==> src/rtl/sram_like_arbiter.sv <==
// sram_like_arbiter: shares one SRAM-like bus between the fetch and data ports.
// Define SRAM_ARB_RR_EN for round-robin arbitration instead of fixed data > inst.
module sram_like_arbiter #(
    parameter int ADDR_W   = 32,
    parameter int DATA_W   = 32,
    parameter int MAX_OUTS = 2
) (
    input  logic                clk,
    input  logic                resetn,
    input  logic                inst_req,
    input  logic [ADDR_W-1:0]   inst_addr,
    output logic                inst_addr_ok,
    output logic                inst_data_ok,
    output logic [DATA_W-1:0]   inst_rdata,
    input  logic                data_req,
    input  logic                data_wr,
    input  logic [1:0]          data_size,
    input  logic [DATA_W/8-1:0] data_wstrb,
    input  logic [ADDR_W-1:0]   data_addr,
    input  logic [DATA_W-1:0]   data_wdata,
    output logic                data_addr_ok,
    output logic                data_data_ok,
    output logic [DATA_W-1:0]   data_rdata,
    output logic                bus_req,
    output logic                bus_wr,
    output logic [1:0]          bus_size,
    output logic [DATA_W/8-1:0] bus_wstrb,
    output logic [ADDR_W-1:0]   bus_addr,
    output logic [DATA_W-1:0]   bus_wdata,
    input  logic                bus_addr_ok,
    input  logic                bus_data_ok,
    input  logic [DATA_W-1:0]   bus_rdata,
    output logic                proto_err
);
    localparam int PW = (MAX_OUTS > 1) ? $clog2(MAX_OUTS) : 1;
    localparam int CW = $clog2(MAX_OUTS + 1);
    localparam logic SRC_INST = 1'b0;
    localparam logic SRC_DATA = 1'b1;

    typedef enum logic {IDLE, LOCKED} state_e;

    state_e              state_q, state_d;
    logic                owner_q, owner_d;
    logic [PW-1:0]       wr_ptr_q, wr_ptr_d;
    logic [PW-1:0]       rd_ptr_q, rd_ptr_d;
    logic [CW-1:0]       count_q, count_d;
    logic [MAX_OUTS-1:0] ids_q, ids_d;
    logic                proto_err_q, proto_err_d;
    logic                winner, grant, push, pop, head_id;

    function automatic logic [PW-1:0] ptr_inc(input logic [PW-1:0] p);
        return (p == PW'(MAX_OUTS - 1)) ? '0 : p + PW'(1);
    endfunction

`ifdef SRAM_ARB_RR_EN
    // prio_q names the source that wins a tie; it moves to the other side
    // after every accepted address phase.
    logic prio_q, prio_d;

    always_comb begin
        if (data_req && inst_req) begin
            winner = prio_q;
        end else begin
            winner = data_req ? SRC_DATA : SRC_INST;
        end
    end

    assign prio_d = push ? ~grant : prio_q;

    always_ff @(posedge clk or negedge resetn) begin
        if (!resetn) begin
            prio_q <= SRC_INST;
        end else begin
            prio_q <= prio_d;
        end
    end
`else
    assign winner = data_req ? SRC_DATA : SRC_INST;
`endif

    assign grant   = (state_q == LOCKED) ? owner_q : winner;
    assign bus_req = resetn & (data_req | inst_req) & (count_q < CW'(MAX_OUTS));
    assign push    = bus_req & bus_addr_ok;
    assign pop     = bus_data_ok & (count_q != '0);
    assign head_id = ids_q[rd_ptr_q];

    always_comb begin
        bus_wr    = 1'b0;
        bus_size  = 2'd0;
        bus_wstrb = '0;
        bus_addr  = '0;
        bus_wdata = '0;
        if (bus_req) begin
            if (grant == SRC_DATA) begin
                bus_wr    = data_wr;
                bus_size  = data_size;
                bus_wstrb = data_wstrb;
                bus_addr  = data_addr;
                bus_wdata = data_wdata;
            end else begin
                bus_size  = 2'd2;
                bus_addr  = inst_addr;
            end
        end
    end

    assign inst_addr_ok = push & (grant == SRC_INST);
    assign data_addr_ok = push & (grant == SRC_DATA);
    assign inst_data_ok = pop & (head_id == SRC_INST);
    assign data_data_ok = pop & (head_id == SRC_DATA);
    assign inst_rdata   = inst_data_ok ? bus_rdata : '0;
    assign data_rdata   = data_data_ok ? bus_rdata : '0;
    assign proto_err    = proto_err_q;

    always_comb begin
        state_d     = state_q;
        owner_d     = owner_q;
        ids_d       = ids_q;
        wr_ptr_d    = wr_ptr_q;
        rd_ptr_d    = rd_ptr_q;
        count_d     = count_q + CW'(push) - CW'(pop);
        proto_err_d = proto_err_q | (bus_data_ok & (count_q == '0));
        unique case (state_q)
            IDLE: begin
                if (bus_req && !bus_addr_ok) begin
                    state_d = LOCKED;
                    owner_d = winner;
                end
            end
            LOCKED: begin
                if (push) state_d = IDLE;
            end
            default: state_d = IDLE;
        endcase
        if (push) begin
            ids_d[wr_ptr_q] = grant;
            wr_ptr_d        = ptr_inc(wr_ptr_q);
        end
        if (pop) rd_ptr_d = ptr_inc(rd_ptr_q);
    end

    always_ff @(posedge clk or negedge resetn) begin
        if (!resetn) begin
            state_q     <= IDLE;
            owner_q     <= SRC_INST;
            ids_q       <= '0;
            wr_ptr_q    <= '0;
            rd_ptr_q    <= '0;
            count_q     <= '0;
            proto_err_q <= 1'b0;
        end else begin
            state_q     <= state_d;
            owner_q     <= owner_d;
            ids_q       <= ids_d;
            wr_ptr_q    <= wr_ptr_d;
            rd_ptr_q    <= rd_ptr_d;
            count_q     <= count_d;
            proto_err_q <= proto_err_d;
        end
    end
endmodule

==> config.mk <==
export PLATFORM = sky130hd
export DESIGN_NAME = sram_like_arbiter
export DESIGN_NICKNAME = d
export VERILOG_FILES = /design/src/rtl/sram_like_arbiter.sv
export SDC_FILE = /design/constraint.sdc
export NUM_CORES = 1
export LEC_CHECK = 0
export ABC_AREA = 1
export BUFFER_PORTS_ARGS = -buffer_cell sky130_fd_sc_hd__buf_2
export CAP_MARGIN = 15
export CORE_AREA = 2 2 109 111
export CTS_BUF_LIST = sky130_fd_sc_hd__clkbuf_4
export DETAILED_ROUTE_END_ITERATION = 12
export DIE_AREA = 0 0 111 113
export PLACE_DENSITY_LB_ADDON = 0.15
export SYNTH_ARGS = -nofsm -noshare
export SYNTH_HDL_FRONTEND = slang
export SYNTH_SLANG_ARGS = --single-unit
export TNS_END_PERCENT = 10
==> constraint.sdc <==
create_clock -name clk -period 1.8 [get_ports clk]
set_input_delay 0.09 -clock clk [delete_from_list [all_inputs] [get_ports clk]]
set_output_delay 0.09 -clock clk [all_outputs]
set_load 0.05 [all_outputs]
==> insert_results.sql, run 1 <==
INSERT INTO impl_metrics (metric_group, metric, value, unit) VALUES
('run_status', 'run_status', 'complete, no violations', ''),
('synthesis', 'syn_nets', '498', ''),
('grt', 'grt.total_usage', '12.98', '%'),
('clocking', 'cts_inserted_buffers', '3', ''),
('timing', 'finClkSkew', '0.003167', 'ns'),
('routing', 'route.top_layer_used', 'met4', ''),
('timing', 'period_share', '96.60', '%'),
('die', 'floorplan.die.height', '113', 'um'),
('synthesis', 'synthesis.instances', '355', ''),
('synthesis', 'postSynthAreaPerCell', '5.248', 'um2'),
('power', 'power.sequential.fraction', '6.2', '%'),
('die', 'fp.dieArea', '0.01254', 'mm2'),
('grt', 'grt_antenna_before_repair', '0', ''),
('synthesis', 'synth_area', '0.001863', 'mm2'),
('job', 'timing.max_cap.violations', '0', ''),
('die', 'width_of_the_die', '111', 'um'),
('timing', 'worst_slew_pin_slew', '0.2780', 'ns'),
('layout', 'layout_commonest_cell', 'sky130_fd_sc_hd__buf_2', ''),
('grt', 'first_global_vias', '3040', ''),
('grt', 'grt_start_max_net_pins', '43', ''),
('die', 'initial_utilization', '16.53', '%'),
('timing', 'max_freq', '0.5751', 'GHz'),
('routing', 'drt-wirelength-per-cell', '12.47', 'um'),
('timing', 'report.final.slew_viol_count', '0', ''),
('power', 'clkPwrFrac', '2.9', '%'),
('routing', 'route.met3.wl', '984', 'um'),
('grt', 'first_pass_grt_wire_length', '13.86', 'mm'),
('layout', 'num_antenna_cells', '0', ''),
('power', 'p_sw_share', '66.25', '%'),
('timing', 'final-hold-violation-count', '0', ''),
('clocking', 'cts_num_sinks', '9', ''),
('critical_path', 'worst_setup_path_start_kind', 'flip-flop', ''),
('timing', 'min_cycle_time_layout', '1.739', 'ns'),
('critical_path', 'crit_fanout', '32', ''),
('die', 'floorplan.rows', '39', ''),
('layout', 'most-common-layout-cells', 'sky130_fd_sc_hd__buf_2, sky130_fd_sc_hd__nand2_1, sky130_fd_sc_hd__nor2_1', ''),
('placement', 'portBuffers', '281', ''),
('routing', 'vias', '3150', ''),
('power', 'power_report.internal_total', '1.985', 'mW'),
('layout', 'layout-drive-gt1-share', '61.73', '%'),
('routing', 'first_iter_violations', '151', ''),
('synthesis', 'synth.ff_latch_count', '9', ''),
('layout', 'layout-area-overhead-vs-synth', '121.6', '%'),
('grt', 'globalRouteOverflowTotal', '0', ''),
('clocking', 'cts-root-to-sink-buffers', '2', ''),
('critical_path', 'crit_type', 'flip-flop to output port', ''),
('layout', 'fill_cells', '1241', ''),
('timing', 'rsz0062_at_grt', 'yes', ''),
('clocking', 'worstSkewPairLatency', '0.25', 'ns'),
('placement', 'finalWeightedCongestion', '0.8670', ''),
('routing', 'drc', '0', ''),
('placement', 'dpl-instance-area', '0.003515', 'mm2'),
('critical_path', 'arrival', '1.65', 'ns'),
('placement', 'dp_hpwl', '7.524', 'mm'),
('layout', 'core_occupancy_in_the_finished_layout', '36.63', '%'),
('clocking', 'clock_tree_from_tritoncts', 'done', ''),
('power', 'combinationalPowerShare', '90.9', '%'),
('min_path', 'worst_hold_path_type', 'input pin to flip-flop', ''),
('synthesis', 'synth-warning-count', '0', ''),
('routing', 'route.final.wire_length', '9.705', 'mm'),
('synthesis', 'synth_cell_types', '20', ''),
('routing', 'detail_route.wirelength.met1', '3.501', 'mm'),
('timing', 'finalSetupViolCount', '0', ''),
('routing', 'vias_per_cell', '4.049', ''),
('clocking', 'cts-htree-levels', '1', ''),
('layout', 'finalInstanceArea', '0.004129', 'mm2'),
('clocking', 'root_buffer', 'sky130_fd_sc_hd__clkbuf_4', ''),
('synthesis', 'synth_seq_area_share', '12.09', '%'),
('power', 'vdd_ir_drop_max', '0.8949', 'mV'),
('layout', 'finish.net_count', '779', ''),
('die', 'coreArea', '0.01127', 'mm2'),
('critical_path', 'worstSetupEndpointType', 'output port', ''),
('critical_path', 'cp_data_required_time', '1.71', 'ns'),
('routing', 'ant_nets', '0', ''),
('clocking', 'cts.reportedPaths.clkPinSlew', '0.07', 'ns'),
('timing', 'headroom_to_the_max_slew_limit', '81.59', '%'),
('routing', 'wl_met2', '5.170', 'mm'),
('power', 'switching_power', '3.895', 'mW'),
('power', 'powerDensity', '1424', 'mW/mm2'),
('routing', 'detailedRoute.firstPassIterationCount', '4', ''),
('power', 'power_leakage', '2.355', 'nW'),
('die', 'design.portCount', '282', '');
==> kinds of logic after synthesis <==
kind of cell | after synthesis | share of synthesized area, %
simple gates | 239 | 49.83
buf+inv | 68 | 19.75
compound gates | 34 | 15.58
flops | 9 | 12.09
xor+xnor | 3 | 1.411
fa+ha+maj | 2 | 1.343
==> path summary, 6_finish.rpt <==
check | start | to | slack (ns) | depth (start not counted)
max | rd_ptr_q | data_rdata[12] | 0.06 | 8
min | bus_data_ok | proto_err | 0.10 | 2
max reg2reg | count_q[1] | count_q[1] | 0.13 | 9
min reg2reg | proto_err | proto_err | 0.46 | 1
max in group asynchronous | resetn | ids_q[1] | 1.36 | 3
min in group asynchronous | resetn | ids_q[0] | 0.30 | 3
==> metrics by stage <==
stage | power [mW] | worst slack (ns) | cells | hold WS (ns) | setup TNS [ns]
6_report | 5.879 | 0.06119 | 778 | 0.1024 | 0
2_1_floorplan | 4.069 | -0.1523 | 355 | -0.2056 | -7.008
4_1_cts | 5.431 | 0.001382 | 773 | 0.09632 | 0
3_5_place_dp | 5.167 | 0.1416 | 768 | 0.02489 | 0
3_3_place_gp | 5.159 | 0.1670 | 768 | 0.03147 | 0
5_1_grt | 6.274 | -0.04059 | 778 | 0.09796 | -0.2563
==> flip-flops by register name (all words and copies together) (netlist names) <==
name,flops
count_q,2
ids_q,2
owner_q,1
proto_err,1
rd_ptr_q,1
state_q,1
wr_ptr_q,1
==> synth_stat cells (all sizes together) <==
| library cell | number | area [um2] |
|---|---|---|
| a21oi | 32 | 276.5 |
| a31o | 1 | 8.760 |
| buf | 23 | 196.4 |
| dfrtp | 9 | 225.2 |
| ha | 2 | 25.02 |
| inv | 45 | 171.4 |
| nand2 | 124 | 470.5 |
| nand3 | 3 | 15.01 |
| nand4 | 3 | 18.77 |
| nor2 | 109 | 424.2 |
| o21ai | 1 | 5.000 |
| xnor2 | 2 | 17.52 |
| xor2 | 1 | 8.760 |
==> what timing repair did <==
item	in CTS	in global routing
hold buffers	1	0
pin swaps	0	2
endpoints found under the setup margin	47	113
endpoints found under the hold margin	9	0
resized for setup	46	147
gates cloned	0	4
setup buffers	0	1
==> per-layer routing <==
| layer | vias up | track usage [%] |
|---|---|---|
| met5 | - | 0 |
| met4 | 0 | 1.750 |
| met3 | 4 | 3.535 |
| met2 | 177 | 26.34 |
| met1 | 1362 | 13.54 |
| li1 | 1607 | - |
==> layout make-up <==
cell class,instances,area (um2),share of cell area (%)
inverter,45,176.4,4.273
clock buffer,4,30.03,0.7273
sequential,9,225.2,5.455
multi-input combinational,278,1401,33.94
timing repair buffer,299,2117,51.27
tap,143,178.9,4.333
==> worst max-delay path, stage by stage (launching register included) <==
cell and delay [ns]:
sky130_fd_sc_hd__dfrtp_1 0.41, sky130_fd_sc_hd__nand2_1 0.09, sky130_fd_sc_hd__o21ai_2 0.06, sky130_fd_sc_hd__buf_4 0.14
sky130_fd_sc_hd__nor2_4 0.08, sky130_fd_sc_hd__inv_2 0.05, sky130_fd_sc_hd__buf_12 0.17, sky130_fd_sc_hd__nor2_2 0.10
sky130_fd_sc_hd__buf_2 0.26
==> power by group through the flow <==
stage                     combinational, mW  sequential [mW]  clock (mW)
after floorplan                        3.72            0.347           0
after global placement                 4.80            0.358           0
after detailed placement               4.81            0.360           0
after CTS                              4.90            0.358       0.175
after global routing                   5.70            0.377       0.194
final                                  5.34            0.363       0.172
Note: power is estimated with default switching activity, not from simulation.
==> run 2: changes to the inputs <==
CELL_PAD_IN_SITES_DETAIL_PLACEMENT = 0   (was not set)
CELL_PAD_IN_SITES_GLOBAL_PLACEMENT = 2   (was not set)
CORE_AREA = not set   (was 2 2 109 111)
CORE_ASPECT_RATIO = 1.25   (was not set)
CORE_UTILIZATION = 10   (was not set)
DIE_AREA = not set   (was 0 0 111 113)
==> insert_results.sql, run 2 (same netlist as run 1, synthesis figures left out) <==
INSERT INTO impl_metrics (metric_group, metric, value, unit) VALUES
('timing', 'finClkSkew', '0.003939', 'ns'),
('die', 'width_of_the_die', '124.1', 'um'),
('placement', 'finalWeightedCongestion', '0.6702', ''),
('layout', 'biggestRegsByFlops', 'count_q x2, ids_q x2', ''),
('timing', 'rsz0062_at_grt', 'yes', ''),
('power', 'p_total', '6.308', 'mW'),
('critical_path', 'crit_path_max_incr_delay', '0.38', 'ns'),
('grt', 'globalRouteOverflowTotal', '0', ''),
('timing', 'worst_hold_slack', '0.09322', 'ns'),
('timing', 'setup-tns-final', '0', 'ns'),
('timing', 'report.final.slew_viol_count', '0', ''),
('min_path', 'worst_hold_path_type', 'input pin to flip-flop', ''),
('routing', 'ant_nets', '0', ''),
('run_status', 'run_status', 'complete, no violations', ''),
('clocking', 'root_buffer', 'sky130_fd_sc_hd__clkbuf_4', ''),
('die', 'floorplan.rows', '55', ''),
('job', 'timing.max_cap.violations', '0', ''),
('grt', 'grt_start_max_net_pins', '53', ''),
('layout', 'fill_cells', '2048', ''),
('critical_path', 'crit_fanout', '33', ''),
('timing', 'max_freq', '0.5639', 'GHz'),
('critical_path', 'worst_setup_path_start_kind', 'flip-flop', ''),
('layout', 'num_antenna_cells', '0', ''),
('grt', 'grt.total_usage', '8.991', '%'),
('placement', 'dp_hpwl', '7.813', 'mm'),
('critical_path', 'cp_data_required_time', '1.71', 'ns'),
('layout', 'layout-drive-gt1-share', '63.18', '%'),
('critical_path', 'arrival', '1.68', 'ns'),
('layout', 'finalInstanceArea', '0.004538', 'mm2'),
('layout', 'layout_commonest_cell', 'sky130_fd_sc_hd__buf_2', ''),
('routing', 'drt-wirelength-per-cell', '11.92', 'um'),
('die', 'coreArea', '0.01817', 'mm2'),
('routing', 'drc', '0', ''),
('grt', 'first_pass_grt_wire_length', '13.80', 'mm'),
('grt', 'first_global_vias', '2936', ''),
('layout', 'layout-area-overhead-vs-synth', '143.6', '%'),
('die', 'fp.dieArea', '0.01918', 'mm2'),
('critical_path', 'startpoint', 'count_q[1]', ''),
('routing', 'vias', '3241', ''),
('critical_path', 'largest_delay_share_family_worst_path', 'buffers and inverters', ''),
('clocking', 'cts-htree-levels', '1', ''),
('critical_path', 'critical_path_buf_inv_count', '4', ''),
('clocking', 'cts_num_sinks', '9', ''),
('routing', 'route.final.wire_length', '10.36', 'mm'),
('timing', 'period_share', '98.53', '%'),
('min_path', 'timing.hold.worst.start', 'bus_data_ok', ''),
('power', 'powerDensity', '1390', 'mW/mm2'),
('layout', 'finish.net_count', '785', ''),
('power', 'vdd_ir_drop_max', '0.4518', 'mV'),
('critical_path', 'timing.critical_path.cells', 'inv_2, nand2_2, nor2_4, inv_8, buf_12, nor2_1, buf_6', ''),
('die', 'initial_utilization', '10.25', '%'),
('clocking', 'clock_tree_from_tritoncts', 'done', ''),
('timing', 'finalSetupViolCount', '0', ''),
('clocking', 'cts.reportedPaths.clkPinSlew', '0.07', 'ns'),
('clocking', 'cts_inserted_buffers', '3', ''),
('layout', 'most-common-layout-cells', 'sky130_fd_sc_hd__buf_2, sky130_fd_sc_hd__nand2_1, sky130_fd_sc_hd__buf_6', ''),
('timing', 'min_cycle_time_layout', '1.773', 'ns'),
('die', 'floorplan.die.height', '154.6', 'um'),
('routing', 'detailedRoute.firstPassIterationCount', '4', ''),
('critical_path', 'crit_slowest_cell', 'sky130_fd_sc_hd__dfrtp_1', ''),
('critical_path', 'worstSetupEndpointType', 'output port', ''),
('routing', 'vias_per_cell', '3.730', ''),
('placement', 'dpl-instance-area', '0.003659', 'mm2'),
('timing', 'headroom_to_the_max_slew_limit', '82.31', '%'),
('critical_path', 'reg2reg_from', 'count_q[1]', ''),
('clocking', 'worstSkewPairLatency', '0.27', 'ns'),
('grt', 'grt_antenna_before_repair', '0', ''),
('clocking', 'cts-root-to-sink-buffers', '2', ''),
('die', 'design.portCount', '282', ''),
('placement', 'portBuffers', '281', ''),
('power', 'power_leakage', '2.420', 'nW'),
('critical_path', 'crit_type', 'flip-flop to output port', ''),
('layout', 'core_occupancy_in_the_finished_layout', '24.98', '%'),
('timing', 'worst_slew_pin_slew', '0.2671', 'ns'),
('timing', 'final-hold-violation-count', '0', ''),
('routing', 'first_iter_violations', '63', '');
## run 2: cell count changes in the layout (fill, tap and decap cells not counted), moves of 2 or more
cell / previous run / this run
sky130_fd_sc_hd__clkbuf_4: 29 / 22
sky130_fd_sc_hd__nor2_4: 2 / 14
sky130_fd_sc_hd__buf_2: 183 / 161
sky130_fd_sc_hd__buf_4: 32 / 38
sky130_fd_sc_hd__buf_6: 48 / 75
sky130_fd_sc_hd__nor2_2: 45 / 39
sky130_fd_sc_hd__nor2_1: 62 / 56
sky130_fd_sc_hd__buf_12: 6 / 8
## run 2: cell type report
class                   count  area [um2]  share of cell area, %
clock buffers               4       30.03                 0.6617
inverters                  45       178.9                  3.943
multi-input cells         278        1488                  32.78
flip-flops and latches      9       225.2                  4.963
well taps                 228       285.3                  6.286
repair buffers            305        2331                  51.36
## run 2: report_power, final
part | total, mW | switching, mW | leakage (nW) | internal (mW)
Sequential | 0.356 | 0.0631 | 0.106 | 0.293
Combinational | 5.77 | 3.91 | 2.30 | 1.86
Clock | 0.179 | 0.0777 | 0.0184 | 0.101
## run 2: stage by stage
step | worst slack (ns) | cells
after floorplan | -0.1523 | 355
after global placement | 0.1122 | 856
after detailed placement | 0.08965 | 856
after CTS | 0.0003115 | 861
after global routing | -0.06170 | 869
final | 0.02655 | 869
## run 2: final timing paths
path | to | slack (ns) | depth (start not counted)
setup / recovery | bus_wdata[26] | 0.03 | 7
hold / removal | proto_err | 0.09 | 2
setup reg to reg | count_q[1] | 0.10 | 9
hold reg to reg | ids_q[0] | 0.48 | 2
max in group asynchronous | state_q | 1.35 | 3
min in group asynchronous | proto_err | 0.31 | 3
## run 2: metal layers
metal	GRT usage, %	part of all wire [%]
met3	3.134	11
met2	19.05	55
met5	0	0
met4	0.6803	0.16
met1	8.018	33
## run 2: worst register-to-register path: cells and delay by family (launching register included)
kind	cells	cell delay [ns]
adders and majority gates	2	0.45
DFF	1	0.38
and+or+nand+nor	3	0.36
xor gates and xnor gates	2	0.29
buffers and inverters	2	0.11
## run 2: repair_timing
item | in CTS | in global routing
endpoints found under the hold margin | 9 | 0
hold buffers | 1 | 0
resized for setup | 48 | 243
gates cloned | 0 | 4
pin swaps | 1 | 7
buffers inserted | 0 | 4
endpoints found under the setup margin | 66 | 136
==> run 3: changes to the inputs <==
CELL_PAD_IN_SITES_GLOBAL_PLACEMENT = 1   (was 2)
CORE_UTILIZATION = 15   (was 10)
==> insert_results.sql, run 3 (same netlist as run 1, synthesis figures left out) <==
INSERT INTO impl_metrics (metric_group, metric, value, unit) VALUES
('run_status', 'run_status', 'complete, no violations', ''),
('die', 'floorplan.rows', '45', ''),
('layout', 'biggestRegsByFlops', 'count_q x2, ids_q x2', ''),
('placement', 'place_ws', '0.1080', 'ns'),
('power', 'p_sw_share', '66.83', '%'),
('die', 'initial_utilization', '15.39', '%'),
('timing', 'setup-tns-final', '0', 'ns'),
('routing', 'vias_per_cell', '3.964', ''),
('critical_path', 'arrival', '1.63', 'ns'),
('clocking', 'cts_setup_buffers', '0', ''),
('clocking', 'cts-root-to-sink-buffers', '2', ''),
('timing', 'worst_hold_slack', '0.1053', 'ns'),
('power', 'clkPwrFrac', '2.9', '%'),
('timing', 'min_cycle_time_layout', '1.722', 'ns'),
('grt', 'grt.total_usage', '11.88', '%'),
('power', 'powerDensity', '1402', 'mW/mm2'),
('grt', 'grt_antenna_before_repair', '1', ''),
('grt', 'globalRouteOverflowTotal', '0', ''),
('power', 'power.sequential.fraction', '6.3', '%'),
('routing', 'drt-wirelength-per-cell', '11.41', 'um'),
('placement', 'finalWeightedCongestion', '0.7361', ''),
('die', 'floorplan.die.height', '126.6', 'um'),
('power', 'combinationalPowerShare', '90.7', '%'),
('critical_path', 'crit_fanout', '29', ''),
('routing', 'drc', '0', ''),
('placement', 'dpl-instance-area', '0.003523', 'mm2'),
('layout', 'seq_area', '225.2', 'um2'),
('clocking', 'cts_num_sinks', '9', ''),
('layout', 'most-common-layout-cells', 'sky130_fd_sc_hd__buf_2, sky130_fd_sc_hd__nand2_1, sky130_fd_sc_hd__nor2_1', ''),
('layout', 'layout-drive-gt1-share', '60.03', '%'),
('layout', 'layout-area-overhead-vs-synth', '117.3', '%'),
('die', 'design.portCount', '282', ''),
('power', 'vdd_ir_drop_max', '0.4994', 'mV'),
('min_path', 'worst_hold_path_type', 'input pin to flip-flop', ''),
('routing', 'vias', '3159', ''),
('critical_path', 'worst_setup_path_start_kind', 'flip-flop', ''),
('power', 'power_leakage', '2.313', 'nW'),
('layout', 'finalInstanceArea', '0.004048', 'mm2'),
('timing', 'worst_slew_pin_slew', '0.2610', 'ns'),
('layout', 'area_occupied_by_multi_input_gates', '0.001380', 'mm2'),
('job', 'timing.max_cap.violations', '0', ''),
('placement', 'portBuffers', '281', ''),
('layout', 'core_occupancy_in_the_finished_layout', '33.44', '%'),
('power', 'power_report.internal_total', '1.882', 'mW'),
('die', 'width_of_the_die', '101.7', 'um'),
('timing', 'worst_slack', '0.07762', 'ns'),
('timing', 'period_share', '95.69', '%'),
('layout', 'fill_cells', '1350', ''),
('die', 'fp.dieArea', '0.01287', 'mm2'),
('layout', 'layout_commonest_cell', 'sky130_fd_sc_hd__buf_2', ''),
('timing', 'rsz0062_at_grt', 'yes', ''),
('clocking', 'cts.reportedPaths.clkPinSlew', '0.06', 'ns'),
('clocking', 'clock_tree_from_tritoncts', 'done', ''),
('routing', 'detailedRoute.firstPassIterationCount', '4', ''),
('routing', 'route.final.wire_length', '9.092', 'mm'),
('grt', 'first_pass_grt_wire_length', '12.29', 'mm'),
('critical_path', 'worstSetupEndpointType', 'output port', ''),
('layout', 'finish.net_count', '777', ''),
('clocking', 'cts-htree-levels', '1', ''),
('critical_path', 'cp_data_required_time', '1.71', 'ns'),
('timing', 'finalSetupViolCount', '0', ''),
('routing', 'first_iter_violations', '59', ''),
('clocking', 'cts_inserted_buffers', '3', ''),
('power', 'switching_power', '3.792', 'mW'),
('timing', 'final-hold-violation-count', '0', ''),
('grt', 'first_global_vias', '2654', ''),
('routing', 'ant_nets', '0', ''),
('timing', 'max_freq', '0.5806', 'GHz'),
('clocking', 'worstSkewPairLatency', '0.25', 'ns'),
('timing', 'report.final.slew_viol_count', '0', ''),
('clocking', 'root_buffer', 'sky130_fd_sc_hd__clkbuf_4', ''),
('timing', 'finClkSkew', '0.002870', 'ns'),
('die', 'coreArea', '0.01211', 'mm2'),
('timing', 'headroom_to_the_max_slew_limit', '82.72', '%'),
('critical_path', 'crit_type', 'flip-flop to output port', ''),
('grt', 'grt_start_max_net_pins', '59', ''),
('placement', 'dp_hpwl', '7.053', 'mm'),
('layout', 'num_antenna_cells', '0', '');
run 3: layout make-up:
class | instances | area share, %
timing repair buffer | 297 | 50.23
multi-input combinational | 278 | 34.10
sequential | 9 | 5.564
tap | 164 | 5.070
inverter | 45 | 4.297
clock buffer | 4 | 0.7419
run 3: worst max-delay path, stage by stage (launching register included):
cell                        delay (ns)
sky130_fd_sc_hd__dfrtp_1          0.42
sky130_fd_sc_hd__inv_2            0.10
sky130_fd_sc_hd__nand2_1          0.09
sky130_fd_sc_hd__nand2_4          0.13
sky130_fd_sc_hd__clkbuf_16        0.22
sky130_fd_sc_hd__nand2_1          0.09
sky130_fd_sc_hd__a21oi_2          0.15
sky130_fd_sc_hd__buf_6            0.17
run 3: metal layers:
layer  vias up  share of wire (%)  track usage, %
met5         -              0.099               0
met2       180                 54           24.64
met3         8                9.3           2.424
met4         2               0.53           1.364
li1       1603                  -               -
met1      1366                 36           11.98
run 3: power groups by stage:
stage / sequential, mW / combinational [mW] / clock (mW)
final: 0.358 / 5.15 / 0.167
after global routing: 0.373 / 5.53 / 0.185
after CTS: 0.359 / 4.77 / 0.180
after detailed placement: 0.361 / 4.71 / 0
after global placement: 0.358 / 4.71 / 0
after floorplan: 0.347 / 3.72 / 0
run 3: through the flow:
stage,power [mW],cells
2_1_floorplan,4.069,355
3_3_place_gp,5.065,790
3_5_place_dp,5.072,790
4_1_cts,5.309,795
5_1_grt,6.087,797
6_report,5.674,797
run 3: worst paths after layout:
kind / from / to / slack (ns) / cells after the start
min in group asynchronous: resetn / ids_q[0] / 0.31 / 3
hold / removal: bus_data_ok / proto_err / 0.11 / 2
setup / recovery: state_q / bus_addr[11] / 0.08 / 7
setup reg to reg: count_q[1] / count_q[1] / 0.11 / 9
max in group asynchronous: resetn / rd_ptr_q / 1.35 / 3
hold reg to reg: ids_q[0] / ids_q[0] / 0.47 / 2
run 3: repair_timing:
| item | 4_1_cts | 5_1_grt |
|---|---|---|
| hold buffers | 1 | 0 |
| gates resized for setup | 22 | 175 |
| pin swaps | 0 | 4 |
| hold endpoints to repair | 9 | 0 |
| gates cloned | 0 | 2 |
| setup endpoints to repair | 22 | 125 |
